## src/rtl/input_port_controller.sv

```systemverilog
// input_port_controller
// Input side of the processor's IN port together with its interrupt line.
// Words arrive from an external device over a valid/ready handshake, wait in
// a small circular FIFO, and the head word is shown on input_port until the
// processor's IN strobe (in_read) pops it. A three-state FSM
// (IDLE/PULSE/SERVICE) raises interrupt_signal for INT_HOLD cycles while data
// is waiting. It does not raise it again until the processor has taken a word.
//
// Ports:
//   clk              - sole clock, rising edge
//   rst              - asynchronous active-low reset
//   dev_valid        - device offers dev_data
//   dev_data         - device word
//   dev_ready        - FIFO not full
//   in_read          - processor IN strobe, pops the head word
//   int_enable       - gates interrupt generation
//   input_port       - head word, 0 when empty
//   in_valid         - FIFO non-empty
//   interrupt_signal - registered interrupt request (state == PULSE)
//   count            - current occupancy
//   underflow        - one-cycle pulse after an in_read while empty
module input_port_controller #(
  parameter int DATA_WIDTH = 16,
  parameter int DEPTH      = 4,
  parameter int INT_HOLD   = 2
) (
  input  logic                    clk,
  input  logic                    rst,
  input  logic                    dev_valid,
  input  logic [DATA_WIDTH-1:0]   dev_data,
  output logic                    dev_ready,
  input  logic                    in_read,
  input  logic                    int_enable,
  output logic [DATA_WIDTH-1:0]   input_port,
  output logic                    in_valid,
  output logic                    interrupt_signal,
  output logic [$clog2(DEPTH):0]  count,
  output logic                    underflow
);

  localparam int AW = $clog2(DEPTH);
  localparam int CW = AW + 1;
  localparam int HW = $clog2(INT_HOLD) + 1;

  localparam logic [AW-1:0] PTR_ONE   = AW'(1);
  localparam logic [CW-1:0] CNT_ONE   = CW'(1);
  localparam logic [CW-1:0] CNT_FULL  = CW'(DEPTH);
  localparam logic [HW-1:0] HOLD_ONE  = HW'(1);
  localparam logic [HW-1:0] HOLD_INIT = HW'(INT_HOLD - 1);

  typedef enum logic [1:0] {
    ST_IDLE    = 2'b00,
    ST_PULSE   = 2'b01,
    ST_SERVICE = 2'b10
  } state_e;

  logic [DATA_WIDTH-1:0] mem_q [DEPTH];
  logic [AW-1:0]         wr_ptr_q, wr_ptr_d;
  logic [AW-1:0]         rd_ptr_q, rd_ptr_d;
  logic [CW-1:0]         count_q, count_d;
  logic                  underflow_q, underflow_d;
  state_e                state_q, state_d;
  logic [HW-1:0]         hold_q, hold_d;
  logic                  popped_q, popped_d;
  logic                  int_q, int_d;
  logic                  push_s, pop_s;

  assign dev_ready        = (count_q != CNT_FULL);
  assign in_valid         = (count_q != {CW{1'b0}});
  assign input_port       = in_valid ? mem_q[rd_ptr_q] : {DATA_WIDTH{1'b0}};
  assign count            = count_q;
  assign underflow        = underflow_q;
  assign interrupt_signal = int_q;

  // FIFO pointer, occupancy and underflow next-state
  always_comb begin
    push_s      = dev_valid && dev_ready;
    pop_s       = in_read && in_valid;
    underflow_d = in_read && !in_valid;
    wr_ptr_d    = wr_ptr_q;
    rd_ptr_d    = rd_ptr_q;
    count_d     = count_q;
    if (push_s) begin
      wr_ptr_d = wr_ptr_q + PTR_ONE;
    end else begin
      wr_ptr_d = wr_ptr_q;
    end
    if (pop_s) begin
      rd_ptr_d = rd_ptr_q + PTR_ONE;
    end else begin
      rd_ptr_d = rd_ptr_q;
    end
    case ({push_s, pop_s})
      2'b10:   count_d = count_q + CNT_ONE;
      2'b01:   count_d = count_q - CNT_ONE;
      default: count_d = count_q;
    endcase
  end

  // Interrupt FSM next-state; popped_d remembers a pop seen during PULSE
  // so SERVICE can leave on its very first cycle.
  always_comb begin
    state_d  = state_q;
    hold_d   = hold_q;
    popped_d = popped_q;
    case (state_q)
      ST_IDLE: begin
        popped_d = 1'b0;
        if (int_enable && in_valid) begin
          state_d = ST_PULSE;
          hold_d  = HOLD_INIT;
        end else begin
          state_d = ST_IDLE;
        end
      end
      ST_PULSE: begin
        popped_d = popped_q || pop_s;
        if (!int_enable) begin
          state_d  = ST_IDLE;
          popped_d = 1'b0;
        end else if (hold_q == {HW{1'b0}}) begin
          state_d = ST_SERVICE;
        end else begin
          hold_d = hold_q - HOLD_ONE;
        end
      end
      ST_SERVICE: begin
        if (!int_enable || pop_s || popped_q) begin
          state_d  = ST_IDLE;
          popped_d = 1'b0;
        end else begin
          state_d = ST_SERVICE;
        end
      end
      default: begin
        state_d  = ST_IDLE;
        hold_d   = {HW{1'b0}};
        popped_d = 1'b0;
      end
    endcase
    int_d = (state_d == ST_PULSE);
  end

  // Control state registers
  always_ff @(posedge clk or negedge rst) begin
    if (!rst) begin
      wr_ptr_q    <= {AW{1'b0}};
      rd_ptr_q    <= {AW{1'b0}};
      count_q     <= {CW{1'b0}};
      underflow_q <= 1'b0;
      state_q     <= ST_IDLE;
      hold_q      <= {HW{1'b0}};
      popped_q    <= 1'b0;
      int_q       <= 1'b0;
    end else begin
      wr_ptr_q    <= wr_ptr_d;
      rd_ptr_q    <= rd_ptr_d;
      count_q     <= count_d;
      underflow_q <= underflow_d;
      state_q     <= state_d;
      hold_q      <= hold_d;
      popped_q    <= popped_d;
      int_q       <= int_d;
    end
  end

  // FIFO storage; contents are never visible while empty, so no reset
  always_ff @(posedge clk) begin
    if (push_s) begin
      mem_q[wr_ptr_q] <= dev_data;
    end
  end

endmodule

```

## config.mk

```make
export PLATFORM = sky130hd
export DESIGN_NAME = input_port_controller
export DESIGN_NICKNAME = d
export VERILOG_FILES = /design/src/rtl/input_port_controller.sv
export SDC_FILE = /design/constraint.sdc
export NUM_CORES = 1
export LEC_CHECK = 0
export BUFFER_PORTS_ARGS = -buffer_cell sky130_fd_sc_hd__buf_2
export CAP_MARGIN = 40
export CORE_ASPECT_RATIO = 0.5
export CORE_MARGIN = 2
export CORE_UTILIZATION = 48
export DETAILED_ROUTE_END_ITERATION = 12
export PLACE_DENSITY = 0.74
export SLEW_MARGIN = 5
export SYNTH_ARGS = -nofsm -noshare
export SYNTH_HDL_FRONTEND = slang
export SYNTH_SLANG_ARGS = --single-unit
```

## constraint.sdc

```tcl
create_clock -name clk -period 1.9 [get_ports clk]
set_clock_uncertainty 0.05 [all_clocks]
set_input_delay 0.095 -clock clk [delete_from_list [all_inputs] [get_ports clk]]
set_output_delay 0.095 -clock clk [all_outputs]
set_load 0.03 [all_outputs]
```

==> flow_summary_export.csv <==
group,metric,value,unit
run_status,status,"complete, but fails checks",
run_status,violations,"setup timing",
timing,timing.hold.ws,0.0462,ns
timing,worst_slew_pin_slew,0.460,ns
global_route,grt_first_pass_wirelength,9630,um
min_path,hp-class,"in2reg",
yosys,synth_area,0.00318,mm^2
clock_network,htree_levels,3,
timing,finalCritPeriodShare,106,%
worst_setup_path,crit_chain,"or3b_4 -> and2_4 -> inv_2 -> ha_4 -> inv_2 -> fa_2 -> xor2_1 -> nor2_1 -> xor2_1",
place,placed_area,0.00360,mm^2
layout,area_delta_synth_final,33.6,%
yosys,ys_types,32,
worst_setup_path,cp_num_buf_inv,2,
yosys,yosys_warnings,0,
global_route,grt_pass1_vias,1784,
route,via_per_inst,5.23,
timing,drv_slew,0,
global_route,grt_overflow,0,
route,drtPass1Iterations,4,
timing,timing.fmax,496,MHz
timing,hold_violations,0,
pwr,clkPwrFrac,20.8,%
floorplanning,die_height,61.6,um
clock_network,cts.sinks,78,
floorplanning,die_x,119,um
layout,nets,277,
timing,final.min_clock_period,2.02,ns
yosys,syn_area_per_cell,18.7,um^2
clock_network,numCtsBuffers,9,
pwr,seqPwrFrac,32.6,%
timing,relSlewSlack,69.3,%
pwr,p_comb_share,46.6,%
worst_setup_path,criticalPathCategory,"reg2reg",
worst_setup_path,slowest_delay,0.40,ns
layout,layout_commonest_cell,"edfxtp_1",
worst_setup_path,cpLargestDelayFamily,"simple AND/OR/NAND/NOR gates",
clock_network,cts_root_buffer,"clkbuf_16",
clock_network,clk_latency,0.33,ns
worst_setup_path,critPathLaunch,"count[0]",
layout,diodes,0,
route,wl,6260,um
clock_network,cts_tree,"built",
route,vias,1790,
worst_setup_path,endpoint_kind,"flip-flop",
layout,layout_common_cells,"64 x edfxtp_1, 27 x buf_2, 18 x dlygate4sd3_1",
timing,layout_setup_ws,-0.116,ns
layout,postLayoutCellArea,0.00425,mm^2
yosys,synth_nets,198,
global_route,antenna_found_initial,0,
place,dp.final_hpwl,3240,um
worst_setup_path,start_kind,"flip-flop",
min_path,worstHoldStart,"int_enable",
pwr,leakagePower,0.00165,uW
pwr,finalPower,7620,uW
timing,rsz0062_at_grt,"yes",
yosys,ys_ff_latch,78,
floorplanning,die_area,0.00734,mm^2
worst_setup_path,critPathRequiredTime,2.10,ns
route,drtAntennaViolNets,0,
run,max_cap_violations,0,
clock_network,clkSlewWorstSetupHoldPaths,0.06,ns
worst_setup_path,cp_data_arrival_time,2.22,ns
layout,drive_gt1_share,48.8,%
worst_setup_path,worstReg2RegStart,"count[0]",
pwr,ir_drop,1110,uV
floorplanning,start_util,51.1,%
yosys,syn_inst,170,
floorplanning,num_rows,20,
place,io_buffers,43,
worst_setup_path,worst-path-max-fanout,2,
place,place_ws,-0.138,ns
pwr,internal_power,4980,uW
clock_network,clockBufferDepth,2,
global_route,grt_usage,19.0,%
yosys,ys_seq_area_share,71.4,%
place,routabilityCongestion,0.723,
route,drtIter0Drc,80,
pwr,netSwitchingFraction,34.7,%
pwr,powerDensity,1790,mW/mm^2
pwr,p_switching,2640,uW
route,routedWlPerCell,18.3,um
worst_setup_path,slowest_stage,"dfrtp_2",
floorplanning,fp.coreArea,0.00623,mm^2
timing,setup_violations,16,
route,post-route-drc-count,0,
global_route,grt_max_degree,21,
layout,fillers,394,
floorplanning,ios,44,
cell type report:
class	instances	area (um^2)	share of cell area, %
flip-flops and latches	78	2280	53.5
multi-input cells	75	900	21.2
repair buffers	75	647	15.2
clock buffers	9	225	5.30
well taps	88	110	2.59
clock inverters	7	56.3	1.32
inverters	10	37.5	0.883
synth_stat cells (all sizes together):
library cell | count | area [um^2]
a211oi | 2 | 15.0
a21oi | 2 | 10.0
a32o | 1 | 10.0
and2 | 18 | 115
and3 | 4 | 30.0
buf | 5 | 36.3
clkbuf | 2 | 7.51
dfrtp | 14 | 350
edfxtp | 64 | 1920
fa | 1 | 20.0
ha | 6 | 75.1
inv | 10 | 37.5
mux2 | 1 | 15.0
mux2i | 2 | 20.0
mux4 | 16 | 360
nand2 | 1 | 3.75
nand2b | 2 | 12.5
nand3 | 1 | 5.00
nor2 | 2 | 7.51
nor2b | 2 | 12.5
nor3 | 1 | 5.00
nor4bb | 2 | 20.0
o211a | 1 | 10.0
o21ai | 1 | 5.00
o22ai | 1 | 6.26
o2bb2ai | 1 | 8.76
or3b | 1 | 11.3
xnor2 | 4 | 35.0
xor2 | 2 | 17.5
per-stage QoR:
step	utilization, %	std cells	TNS (ns)
finish	68.3	342	-0.575
global route	68.3	342	-1.37
CTS	68.2	342	-0.657
detailed placement	57.8	306	-0.236
global placement	57.8	306	-0.0986
floorplan	-	170	-0.530
metal layers:
layer / part of all wire, % / wire, um / track usage, % / vias up
met5: 0 / 0 / 0 / -
li1: - / - / - / 814
met2: 50 / 3100 / 31.7 / 66
met4: 2.0 / 125 / 7.48 / 0
met3: 6.0 / 377 / 6.48 / 12
met1: 42 / 2650 / 23.8 / 898
repair_timing:
action                                  CTS  global route
hold endpoints to repair                 79             0
pin swaps                                 2             4
buffers inserted                          1             0
gates resized for setup                  53             4
hold buffers                             18             0
gates cloned                              1             0
endpoints found under the setup margin   18            18
power by group through the flow:
stage	logic, uW	clock network, uW	registers [uW]
2_1_floorplan	1940	0	2520
3_3_place_gp	2740	0	2460
3_5_place_dp	2770	0	2490
4_1_cts	3540	1590	2480
5_1_grt	3780	1680	2520
6_report	3550	1590	2490
cells by family (layout without fill, tap and decap cells):
family / after synthesis / after routing / synth area share (%)
buffers and inverters: 17 / 101 / 2.55
flip-flops: 78 / 78 / 71.4
multiplexers: 19 / 19 / 12.4
AND/OR/NAND/NOR: 34 / 34 / 6.99
adder cells (fa/ha/maj): 7 / 7 / 2.99
XOR/XNOR: 6 / 6 / 1.65
AO/OA/AOI/OAI: 9 / 9 / 2.04
registers in the layout, summed over array words and instances, names as in the netlist:
name,count
hold_q,2
rd_ptr_q,2
state_q,2
interrupt_signal,1
wr_ptr_q,2
popped_q,1
underflow,1
count,3
mem_q,64
final timing paths:
kind	slack, ns	endpoint	depth (start not counted)
setup reg to reg	-0.12	count[2]	9
max in group asynchronous	1.42	count[0]	2
hold reg to reg	0.43	rd_ptr_q[1]	1
setup / recovery	-0.12	count[2]	9
min in group asynchronous	0.13	state_q[0]	2
hold / removal	0.05	state_q[1]	2
Note: power is estimated with default switching activity, not from simulation.
